### config.mk
export PLATFORM = sky130hd
export DESIGN_NAME = sel_demux_flat
export DESIGN_NICKNAME = d
export VERILOG_FILES = /design/src/rtl/sel_demux_pkg.sv /design/src/rtl/sel_demux_if.sv /design/src/rtl/demux_slot.sv /design/src/rtl/sel_demux.sv /design/src/flat_wrapper.sv
export SDC_FILE = /design/constraint.sdc
export NUM_CORES = 1
export LEC_CHECK = 0
export ABC_AREA = 1
export CORE_ASPECT_RATIO = 0.9
export CORE_MARGIN = 4
export CORE_UTILIZATION = 45
export DETAILED_ROUTE_END_ITERATION = 10
export GPL_ROUTABILITY_DRIVEN = 0
export HOLD_SLACK_MARGIN = 0.05
export PLACE_DENSITY = 0.83
export SLEW_MARGIN = 20
export SYNTH_ARGS = -nofsm -noshare
export SYNTH_HDL_FRONTEND = slang
export SYNTH_SLANG_ARGS = --single-unit
export TNS_END_PERCENT = 10
### constraint.sdc
create_clock -name clk -period 2.1 [get_ports clk]
set_input_delay 0.63 -clock clk [delete_from_list [all_inputs] [get_ports clk]]
set_output_delay 0.63 -clock clk [all_outputs]
set_load 0.005 [all_outputs]
### src/rtl/sel_demux_pkg.sv
// Shared types for the clocked 1:2 select demultiplexer: leg identifiers and
// the per-leg slot state.
package sel_demux_pkg;

    localparam logic LEG0 = 1'b0;
    localparam logic LEG1 = 1'b1;

    typedef logic leg_t;

    typedef enum logic {
        SLOT_EMPTY = 1'b0,
        SLOT_FULL  = 1'b1
    } slot_state_e;

endpackage

### src/rtl/sel_demux_if.sv
// Bundle of the producer-side stream, the two consumer legs, the counters and
// the per-leg slot state.
interface sel_demux_if #(
    parameter int W     = 1,
    parameter int CNT_W = 8
) ();
    import sel_demux_pkg::*;

    // Valid/ready: a transfer happens on a rising edge where valid && ready.
    // Valid never waits on ready. Once raised, valid and data hold until the
    // transfer. The ready signals may depend on the leg's own state but never
    // on valid.
    logic             in_valid;
    logic             in_ready;
    logic [W-1:0]     in_data;
    leg_t             in_sel;
    logic             out0_valid;
    logic             out0_ready;
    logic [W-1:0]     out0_data;
    logic             out1_valid;
    logic             out1_ready;
    logic [W-1:0]     out1_data;
    logic [CNT_W-1:0] cnt0;
    logic [CNT_W-1:0] cnt1;
    logic             busy;
    slot_state_e      dbg_st0;
    slot_state_e      dbg_st1;

    modport slave (
        input  in_valid, in_data, in_sel, out0_ready, out1_ready,
        output in_ready, out0_valid, out0_data, out1_valid, out1_data,
        output cnt0, cnt1, busy, dbg_st0, dbg_st1
    );

    modport master (
        output in_valid, in_data, in_sel, out0_ready, out1_ready,
        input  in_ready, out0_valid, out0_data, out1_valid, out1_data,
        input  cnt0, cnt1, busy, dbg_st0, dbg_st1
    );

endinterface

### src/rtl/demux_slot.sv
// One-entry registered slot with a valid/ready output and a wrapping count of
// the items loaded into it.
module demux_slot
    import sel_demux_pkg::*;
#(
    parameter int W     = 1,
    parameter int CNT_W = 8
) (
    input  logic             clk,
    input  logic             rst_n,
    input  logic             load,
    input  logic [W-1:0]     ld_data,
    input  logic             ready,
    output logic             valid,
    output logic [W-1:0]     data,
    output logic [CNT_W-1:0] cnt,
    output logic             can_load,
    output slot_state_e      state
);

    assign valid    = (state == SLOT_FULL);
    // A full slot can take a new item in the same cycle it is being drained.
    assign can_load = (state == SLOT_EMPTY) || ready;

    always_ff @(posedge clk or negedge rst_n) begin
        if (!rst_n) begin
            state <= SLOT_EMPTY;
            data  <= '0;
            cnt   <= '0;
        end else begin
            case (state)
                SLOT_EMPTY: if (load) state <= SLOT_FULL;
                SLOT_FULL:  if (!load && ready) state <= SLOT_EMPTY;
            endcase
            if (load) begin
                data <= ld_data;
                cnt  <= cnt + CNT_W'(1);
            end
        end
    end

endmodule

### src/rtl/sel_demux.sv
// Clocked 1:2 demultiplexer: in_sel steers each accepted item into leg 0 or
// leg 1, each leg buffering one item behind its own handshake.
module sel_demux
    import sel_demux_pkg::*;
#(
    parameter int W     = 1,
    parameter int CNT_W = 8
) (
    input  logic       clk,
    input  logic       rst_n,
    sel_demux_if.slave bus
);

    logic can_load0;
    logic can_load1;
    logic in_ready;
    logic accept;
    logic load0;
    logic load1;

    // Readiness looks only at the selected leg, so a stalled leg never blocks the other.
    assign in_ready     = (bus.in_sel == LEG1) ? can_load1 : can_load0;
    assign bus.in_ready = in_ready;
    assign accept       = bus.in_valid && in_ready;
    assign load0        = accept && (bus.in_sel == LEG0);
    assign load1        = accept && (bus.in_sel == LEG1);
    assign bus.busy     = bus.out0_valid | bus.out1_valid;

    demux_slot #(.W(W), .CNT_W(CNT_W)) u_slot0 (
        .clk      (clk),
        .rst_n    (rst_n),
        .load     (load0),
        .ld_data  (bus.in_data),
        .ready    (bus.out0_ready),
        .valid    (bus.out0_valid),
        .data     (bus.out0_data),
        .cnt      (bus.cnt0),
        .can_load (can_load0),
        .state    (bus.dbg_st0)
    );

    demux_slot #(.W(W), .CNT_W(CNT_W)) u_slot1 (
        .clk      (clk),
        .rst_n    (rst_n),
        .load     (load1),
        .ld_data  (bus.in_data),
        .ready    (bus.out1_ready),
        .valid    (bus.out1_valid),
        .data     (bus.out1_data),
        .cnt      (bus.cnt1),
        .can_load (can_load1),
        .state    (bus.dbg_st1)
    );

endmodule

### src/flat_wrapper.sv
// flat-port wrapper written by rule: the top's interface ports become plain ports
module sel_demux_flat import sel_demux_pkg::*;
#(
    parameter int W     = 1,
    parameter int CNT_W = 8
)
  (clk, rst_n, bus_in_valid, bus_in_data, bus_in_sel, bus_out0_ready, bus_out1_ready, bus_in_ready, bus_out0_valid, bus_out0_data, bus_out1_valid, bus_out1_data, bus_cnt0, bus_cnt1, bus_busy, bus_dbg_st0, bus_dbg_st1);
  sel_demux_if #(.W(W), .CNT_W(CNT_W)) bus_i ();
  input  logic clk;
  input  logic rst_n;
  input wire logic [$bits(bus_i.in_valid)-1:0] bus_in_valid;
  input wire logic [$bits(bus_i.in_data)-1:0] bus_in_data;
  input wire logic [$bits(bus_i.in_sel)-1:0] bus_in_sel;
  input wire logic [$bits(bus_i.out0_ready)-1:0] bus_out0_ready;
  input wire logic [$bits(bus_i.out1_ready)-1:0] bus_out1_ready;
  output wire logic [$bits(bus_i.in_ready)-1:0] bus_in_ready;
  output wire logic [$bits(bus_i.out0_valid)-1:0] bus_out0_valid;
  output wire logic [$bits(bus_i.out0_data)-1:0] bus_out0_data;
  output wire logic [$bits(bus_i.out1_valid)-1:0] bus_out1_valid;
  output wire logic [$bits(bus_i.out1_data)-1:0] bus_out1_data;
  output wire logic [$bits(bus_i.cnt0)-1:0] bus_cnt0;
  output wire logic [$bits(bus_i.cnt1)-1:0] bus_cnt1;
  output wire logic [$bits(bus_i.busy)-1:0] bus_busy;
  output wire logic [$bits(bus_i.dbg_st0)-1:0] bus_dbg_st0;
  output wire logic [$bits(bus_i.dbg_st1)-1:0] bus_dbg_st1;
  assign bus_i.in_valid = bus_in_valid;
  assign bus_i.in_data = bus_in_data;
  assign bus_i.in_sel = bus_in_sel;
  assign bus_i.out0_ready = bus_out0_ready;
  assign bus_i.out1_ready = bus_out1_ready;
  assign bus_in_ready = bus_i.in_ready;
  assign bus_out0_valid = bus_i.out0_valid;
  assign bus_out0_data = bus_i.out0_data;
  assign bus_out1_valid = bus_i.out1_valid;
  assign bus_out1_data = bus_i.out1_data;
  assign bus_cnt0 = bus_i.cnt0;
  assign bus_cnt1 = bus_i.cnt1;
  assign bus_busy = bus_i.busy;
  assign bus_dbg_st0 = bus_i.dbg_st0;
  assign bus_dbg_st1 = bus_i.dbg_st1;
  sel_demux #(.W(W), .CNT_W(CNT_W)) u_core (.clk(clk), .rst_n(rst_n), .bus(bus_i));
endmodule
==> results of run 1 <==
worst max-delay path, cell delays in order:
cell             delay (ps)
clkdlybuf4s50_1         460
inv_1                    40
nand2_1                  70
nand2_1                  50
nand2_1                  40
buf_2                   100
worst paths after layout:
check                                        end  depth (start not counted)                 start  slack (ps)
min                          u_core.u_slot1.data                          2   u_core.u_slot1.data         500
min in group asynchronous  u_core.u_slot0.cnt[0]                          2                 rst_n         650
max in group asynchronous  u_core.u_slot0.cnt[3]                          2                 rst_n        1240
max reg2reg                u_core.u_slot0.cnt[0]                         10  u_core.u_slot0.state         450
min reg2reg                  u_core.u_slot1.data                          2   u_core.u_slot1.data         500
max                                 bus_in_ready                          6        bus_out0_ready          80
layer usage:
metal	GRT usage [%]	wire [µm]	vias to the layer above
met3	1.44	177	6
met4	8.30	53	0
met2	31.1	1250	46
met1	18.3	902	443
met5	0	0	-
li1	-	-	488
power by group through the flow:
| stage | clock network, µW | logic (µW) | registers (µW) |
|---|---|---|---|
| 3_3_place_gp | 0 | 514 | 610 |
| 2_1_floorplan | 0 | 240 | 607 |
| 3_5_place_dp | 0 | 543 | 612 |
| 4_1_cts | 188 | 552 | 604 |
| 5_1_grt | 208 | 605 | 625 |
| 6_report | 183 | 551 | 604 |
layout by cell type, fill, tap and decap left out, drive strengths merged:
master	synthesis	routed
dlymetal6s2s	0	1
clkdlybuf4s50	0	27
inv	16	16
nand3b	2	2
nor3	4	4
nand4	2	2
dfrtp	20	20
nand2	49	49
dlygate4sd2	0	1
or2	1	1
o21ai	6	6
nor2	12	12
xnor2	2	2
nand3	7	7
ha	2	2
buf	4	15
xor2	3	3
clkbuf	0	3
kinds of logic (layout without fill, tap and decap cells):
logic type,after synthesis,in the layout,share of synthesized area [%]
buffers and inverters,20,63,8.93
DFF,20,20,47.6
xor gates and xnor gates,5,5,4.17
AOI/OAI and AO/OA,6,6,2.86
and+or+nand+nor,77,77,34.0
adders and majority gates,2,2,2.38
through the flow:
step                power, µW  TNS (ps)
finish                   1340         0
floorplan                 847         0
detailed placement       1150      -303
global route             1440         0
global placement         1120      -291
CTS                      1340         0
timing repair:
item / in CTS / in global routing
setup buffers: 5 / 2
endpoints found under the hold margin: 0 / 0
setup endpoints to repair: 1 / 9
gates resized for setup: 5 / 4
cell type report:
type | instances | share of cell area [%]
tap | 27 | 2.27
multi-input combinational | 90 | 31.2
clock buffer | 3 | 1.52
sequential | 20 | 33.7
inverter | 16 | 4.04
timing repair buffer | 44 | 27.3
state kept, by name, indices dropped and copies added, names as in the netlist:
name / cells
u_core.u_slot1.data: 1
u_core.u_slot0.state: 1
u_core.u_slot1.cnt: 8
u_core.u_slot1.state: 1
u_core.u_slot0.data: 1
u_core.u_slot0.cnt: 8
==> impl_metrics.json, run 1 <==
{
  "drive_above_1_share_pct": 16.8,
  "yosys_most_used_dff": "dfrtp_1",
  "synth_area_mm2": 0.00105,
  "initial_core_util_pct": 47.7,
  "postRouteAntennaNets": 0,
  "seqCellArea_um2": 500,
  "worstPathMaxFanout": 2,
  "sw_frac_of_total_pct": 35.0,
  "syn_nets": 139,
  "synth_edf_count": 0,
  "hold_viol": 0,
  "worstPathRequired_ps": 1470,
  "dpl_cell_area_mm2": 0.00140,
  "antenna_found_initial": 0,
  "p_sw_uw": 468,
  "num_vias": 983,
  "setup_viol": 0,
  "cts_tree": "yes",
  "maxSlewViolCount": 0,
  "cellPowerDensity_mw_per_mm2": 900,
  "p_comb_share_pct": 41.2,
  "synthTopCellsByCount": "nand2_1, dfrtp_1, inv_1",
  "fin_skew_ps": 5.34,
  "p_leak_uw": 0.000739,
  "netlist.area_leader.share_pct": 47.6,
  "cp-start-kind": "input pin",
  "cts_hold_buf": 0,
  "worst_pin_slew_ps": 254,
  "max_cap_viol_count": 0,
  "synth.distinct_cells": 21,
  "arrival_ps": 1390,
  "multi_input_area_um2": 464,
  "route.detailed.drc": 0,
  "htreeDepth": 1,
  "dp_slack_ps": -303,
  "first_pass_iters": 4,
  "drtIter0Drc": 16,
  "root_buffer": "clkbuf_4",
  "wl_per_cell_um": 11.9,
  "grt_start_max_net_pins": 21,
  "dp_hpwl_mm": 1.81,
  "async_flop_share_pct": 100,
  "grt-ovfl-total": 0,
  "synth_area_leaders": "dfrtp_1, nand2_1, inv_1",
  "vdd_drop_max_v": 0.000646,
  "final_nets": 184,
  "grt_pass1_vias": 934,
  "ys_ff_latch": 20,
  "pwr-share-clk_pct": 13.6,
  "fin_util_pct": 67.5,
  "grt_pass1_wl_mm": 3.89,
  "fin_cells": 200,
  "portBuffers": 30,
  "layout_setup_ws_ps": 84.2,
  "place_inst": 190,
  "clkLatencyLatePin_ps": 300,
  "power_frac_seq_pct": 45.1,
  "hold_slack_ps": 502,
  "fillCellCount": 180,
  "io_pins": 31,
  "clk_pin_slew_ps": 110,
  "finalCritPeriodShare_pct": 96.0,
  "track_usage_pct": 16.4,
  "syn_inst": 130,
  "fmax_mhz": 496,
  "synth.most_common_cell": "nand2_1",
  "rsz0062_at_grt": "no",
  "final.min_clock_period_ps": 2020,
  "drt-total-wl_mm": 2.38,
  "numClockSinks": 20,
  "post_drt_via_cell_ratio": 4.92,
  "n_antenna_cell": 0,
  "yosysWarningCount": 0,
  "die_width_um": 58.9,
  "slew_headroom_pct": 83.1,
  "die-area_mm2": 0.00317,
  "rows": 16,
  "syn_area_per_cell_um2": 8.08,
  "p_int_uw": 869,
  "cts_buffer_depth": 2,
  "path_class": "in -> out",
  "endpoint_kind": "output pin",
  "dieHeight_um": 53.8,
  "hold_path_class": "reg -> reg",
  "status": "finished clean",
  "synth_top_area_cell": "dfrtp_1",
  "cts_buffers": 3,
  "core_mm2": 0.00220,
  "fin_area_mm2": 0.00149,
  "synthToLayoutAreaGrowth_pct": 41.4,
  "ys_seq_area_share_pct": 47.6
}
Note: power is estimated with default switching activity, not from simulation.
==> inputs of run 2 (changes only) <==
Settings changed: GPL_TIMING_DRIVEN set to 0.
==> run 2 against run 1 <==
  * Core utilization fell by 2.0 points
  * Global-route usage fell by 1.5 points
  * Critical path depth did not move
  * Sequential share of layout area rose by 1.0 points
  * Via count fell by 6.5%
  * Setup slack got worse by 5.8 ps
  * Die area did not move
==> impl_metrics.json, run 2 (same netlist as run 1, synthesis figures left out) <==
{
  "final_nets": 177,
  "rows": 16,
  "clk_pin_slew_ps": 110,
  "postRouteAntennaNets": 0,
  "grt-ovfl-total": 0,
  "antenna_found_initial": 0,
  "rsz0062_at_grt": "no",
  "initial_core_util_pct": 47.7,
  "dp_hpwl_mm": 1.67,
  "rr_endpoint": "u_core.u_slot0.cnt[4]",
  "hold_path_class": "reg -> reg",
  "p_leak_uw": 0.000716,
  "num_vias": 919,
  "grt_pass1_wl_mm": 3.63,
  "fillCellCount": 197,
  "fmax_mhz": 495,
  "io_pins": 31,
  "worst_pin_slew_ps": 877,
  "hold_slack_ps": 505,
  "final_cell_mix": "nand2_1, clkdlybuf4s50_1, dfrtp_1",
  "dr.max_layer_used": "met4",
  "clkLatencyLatePin_ps": 300,
  "met2_length_mm": 1.07,
  "arrival_ps": 1390,
  "synthToLayoutAreaGrowth_pct": 37.3,
  "largestRegisters": "u_core.u_slot0.cnt x8, u_core.u_slot1.cnt x8",
  "n_antenna_cell": 0,
  "maxSlewViolCount": 0,
  "max_cap_viol_count": 0,
  "cts_buffer_depth": 2,
  "r2r_cells": 7,
  "setup_viol": 0,
  "slew_headroom_pct": 41.3,
  "drtIter0Drc": 30,
  "drt-total-wl_mm": 2.16,
  "endpoint_kind": "output pin",
  "route.detailed.drc": 0,
  "timing.rr.start": "u_core.u_slot0.state",
  "wl_met3_um": 118,
  "cts_tree": "yes",
  "worstPathMaxFanout": 2,
  "first_pass_iters": 4,
  "final_common_cell": "nand2_1",
  "vdd_drop_max_v": 0.000662,
  "dieHeight_um": 53.8,
  "fin_util_pct": 65.5,
  "portBuffers": 30,
  "numClockSinks": 20,
  "root_buffer": "clkbuf_4",
  "fin_skew_ps": 2.11,
  "cp-start-kind": "input pin",
  "hold_viol": 0,
  "wl_met1_um": 943,
  "setup.reg_to_reg.worst_slack_ps": 850,
  "finalCritPeriodShare_pct": 96.3,
  "layout_setup_ws_ps": 78.4,
  "wl_per_cell_um": 11.1,
  "dpl_cell_area_mm2": 0.00139,
  "hold_depth": 2,
  "status": "finished clean",
  "cellPowerDensity_mw_per_mm2": 948,
  "core_mm2": 0.00220,
  "dp_slack_ps": -349,
  "post_drt_via_cell_ratio": 4.74,
  "critPathCapture": "bus_in_ready",
  "cts_buffers": 3,
  "die_width_um": 58.9,
  "final.min_clock_period_ps": 2020,
  "critical_path.startpoint": "bus_out1_ready",
  "p_total_uw": 1370,
  "track_usage_pct": 14.8,
  "grt_pass1_vias": 901,
  "die-area_mm2": 0.00317,
  "worstPathRequired_ps": 1470,
  "grt_start_max_net_pins": 21,
  "drive_above_1_share_pct": 13.8,
  "path_class": "in -> out",
  "htreeDepth": 1,
  "fin_area_mm2": 0.00144
}
run 2: cell types whose count changed in the layout (fill, tap and decap cells not counted):
cell      delta
buf_4        -7
clkbuf_8     +1
inv_1        +1
inv_2        -1
nand2_1      -1
nand2_2      +1
nand3_2      +1
nand3_4      -1
run 2: critical path, stage by stage:
cell,delay [ps]
clkdlybuf4s50_1,460
inv_1,50
nand2_2,50
nand2_1,50
nand2_1,50
buf_2,100
run 2: metal layers:
layer	track usage, %	up-vias
met5	0	-
met3	1.68	4
met4	5.66	0
li1	-	470
met1	17.7	417
met2	27.4	28
run 2: report_power, final:
part | internal (µW) | switching [µW] | total (µW)
Clock | 106 | 121 | 227
Sequential | 485 | 119 | 604
Combinational | 306 | 230 | 536
Total | 897 | 470 | 1370
run 2: worst min-delay path by stage:
| stage | startpoint | to |
|---|---|---|
| floorplan | rst_n | u_core.u_slot0.cnt[0] |
| global placement | u_core.u_slot1.data | u_core.u_slot1.data |
| detailed placement | u_core.u_slot0.data | u_core.u_slot0.data |
| CTS | u_core.u_slot0.data | u_core.u_slot0.data |
| global route | u_core.u_slot0.data | u_core.u_slot0.data |
| finish | u_core.u_slot0.data | u_core.u_slot0.data |
run 2: repair_timing:
action                                  CTS  global route
resized for setup                         6             1
endpoints found under the setup margin    2             1
setup buffers                             3             0
pin swaps                                 0             0
hold endpoints to repair                  0             0
hold buffers                              0             0
run 2: cell type report:
cell class                      count  area [µm²]  share of cell area (%)
Tap cell                           27        33.8                    2.34
Inverter                           16        60.1                    4.16
Multi-Input combinational cell     90         459                    31.8
Timing Repair Buffer               33         319                    22.1
Buffer                              4        33.8                    2.34
Sequential cell                    20         500                    34.7
Clock buffer                        4        36.3                    2.52
run 2: metrics by stage:
stage	instances	TNS, ps
floorplan	130	0
global placement	187	-352
detailed placement	187	-349
CTS	194	0
global route	194	0
finish	194	0
==> inputs of run 3 (changes only) <==
Settings changed: ABC_AREA 1 to unset, HOLD_SLACK_MARGIN 0.05 to unset, PLACE_DENSITY 0.83 to 0.85.
==> run 3 against run 2 <==
  * Clock power increased by 38%
  * Sequential power increased by 2%
  * Final area decreased by 8.1%
  * Fmax decreased by 0.91%
==> impl_metrics.json, run 3 <==
{
  "status": "finished clean",
  "synth_area_leaders": "dfrtp_1, xnor2_1, nand2_1",
  "post_drt_via_cell_ratio": 4.89,
  "grt_pass1_vias": 632,
  "rsz0062_at_grt": "no",
  "synthTopCellsByCount": "dfrtp_1, nand2_1, xnor2_1",
  "clk_pin_slew_ps": 110,
  "cts_buffers": 3,
  "hold_path_class": "reg -> reg",
  "final_cell_mix": "clkdlybuf4s50_1, dfrtp_1, nand2_1",
  "vdd_drop_max_v": 0.000771,
  "p_leak_uw": 0.000605,
  "route.detailed.drc": 0,
  "worstPathMaxFanout": 3,
  "fmax_mhz": 490,
  "final_nets": 123,
  "r2r_cells": 7,
  "first_pass_iters": 4,
  "synthToLayoutAreaGrowth_pct": 44.6,
  "sw_frac_of_total_pct": 29.1,
  "cellPowerDensity_mw_per_mm2": 1050,
  "synth_edf_count": 0,
  "worst_pin_slew_ps": 878,
  "clkLatencyLatePin_ps": 300,
  "maxSlewViolCount": 0,
  "p_sw_uw": 406,
  "timing.setup.tns_ps": 0,
  "async_flop_share_pct": 100,
  "wl_per_cell_um": 13.1,
  "drtIter0Drc": 6,
  "postRouteAntennaNets": 0,
  "dieHeight_um": 50.8,
  "antenna_found_initial": 0,
  "yosysWarningCount": 0,
  "die-area_mm2": 0.00283,
  "numClockSinks": 20,
  "synth_area_um2": 917,
  "initial_core_util_pct": 47.4,
  "cts_hold_buf": 0,
  "syn_inst": 76,
  "ys_ff_latch": 20,
  "place_inst": 131,
  "portBuffers": 30,
  "arrival_ps": 1410,
  "htreeDepth": 1,
  "setup_viol": 0,
  "drive_above_1_share_pct": 18.6,
  "power_frac_seq_pct": 44.1,
  "largestRegisters": "u_core.u_slot0.cnt x8, u_core.u_slot1.cnt x8",
  "final.min_clock_period_ps": 2040,
  "drt-total-wl_mm": 1.81,
  "synth.most_common_cell": "dfrtp_1",
  "track_usage_pct": 13.5,
  "root_buffer": "clkbuf_4",
  "grt_start_max_net_pins": 21,
  "hold_depth": 1,
  "num_vias": 675,
  "die_width_um": 55.6,
  "p_comb_share_pct": 33.4,
  "io_pins": 31,
  "worstPathRequired_ps": 1470,
  "final_common_cell": "clkdlybuf4s50_1",
  "dp_hpwl_mm": 1.30,
  "core_mm2": 0.00193,
  "path_class": "reg -> out",
  "syn_nets": 85,
  "n_antenna_cell": 0,
  "synth_top_area_cell": "dfrtp_1",
  "max_cap_viol_count": 0,
  "endpoint_kind": "output pin",
  "cts_buffer_depth": 2,
  "synth.distinct_cells": 22,
  "finalCritPeriodShare_pct": 97.2,
  "fin_cells": 138,
  "grt_pass1_wl_mm": 2.95,
  "fillCellCount": 145,
  "rows": 15,
  "cts_tree": "yes",
  "hold_viol": 0,
  "grt-ovfl-total": 0,
  "p_int_uw": 989,
  "cp-start-kind": "flip-flop",
  "syn_area_per_cell_um2": 12.1,
  "pwr-share-clk_pct": 22.5,
  "slew_headroom_pct": 41.3,
  "yosys_most_used_dff": "dfrtp_1",
  "ys_seq_area_share_pct": 54.6,
  "netlist.area_leader.share_pct": 54.6,
  "fin_skew_ps": 4.25
}
==> run 3: worst paths after layout <==
path / end / slack (ps) / start
max: bus_dbg_st0 / 60 / u_core.u_slot0.state
min: u_core.u_slot0.cnt[7] / 480 / u_core.u_slot0.cnt[7]
max reg2reg: u_core.u_slot0.cnt[7] / 570 / u_core.u_slot0.state
min reg2reg: u_core.u_slot0.cnt[7] / 480 / u_core.u_slot0.cnt[7]
max in group asynchronous: u_core.u_slot0.cnt[0] / 750 / rst_n
min in group asynchronous: u_core.u_slot1.cnt[7] / 810 / rst_n
==> run 3: logic make-up (layout without fill, tap and decap cells) <==
logic type | after synthesis | in the layout | synth area share (%)
adder cells (fa/ha/maj) | 2 | 2 | 2.73
AND/OR/NAND/NOR | 35 | 35 | 24.7
XOR/XNOR | 14 | 14 | 13.4
multiplexers | 2 | 2 | 2.46
flip-flops | 20 | 20 | 54.6
AO/OA/AOI/OAI | 1 | 1 | 0.545
buffers and inverters | 2 | 39 | 1.64
==> run 3: layout make-up <==
class,instances,area (µm²),area share [%]
Buffer,2,15.0,1.13
Clock buffer,3,22.5,1.70
Clock inverter,1,30.0,2.26
Multi-Input combinational cell,54,410,30.9
Sequential cell,20,500,37.7
Tap cell,25,31.3,2.36
Timing Repair Buffer,33,317,23.9
==> run 3: what timing repair did <==
action,CTS,global route
buffers inserted,2,1
endpoints found under the hold margin,0,0
setup endpoints to repair,2,1
gates cloned,0,0
resized for setup,9,1
==> run 3: metal layers <==
layer	up-vias	routed length [µm]	track usage (%)
met3	5	76	3.54
met4	0	35	7.69
met1	329	757	16.1
met5	-	0	0
li1	326	-	-
met2	15	939	22.4
==> run 3: power groups by stage <==
stage | registers, µW | clock network [µW] | logic, µW
floorplan | 619 | 0 | 174
global placement | 621 | 0 | 455
detailed placement | 625 | 0 | 462
CTS | 615 | 324 | 471
global route | 634 | 341 | 509
finish | 615 | 314 | 466
==> run 3: worst max-delay path, stage by stage (launching register included) <==
cell and delay [ps]:
dfrtp_1 410, buf_4 140, buf_4 130, clkdlybuf4s50_1 430
==> run 3: through the flow <==
stage	total power [µW]	utilization, %	cell area [µm²]	worst slack, ps	hold slack [ps]
final	1400	68.6	1330	59.8	480
after global routing	1480	68.6	1330	11.7	489
after CTS	1410	68.1	1320	5.52	483
after detailed placement	1090	64.6	1250	-479	466
after global placement	1080	64.6	1250	-485	455
after floorplan	793	-	917	533	334
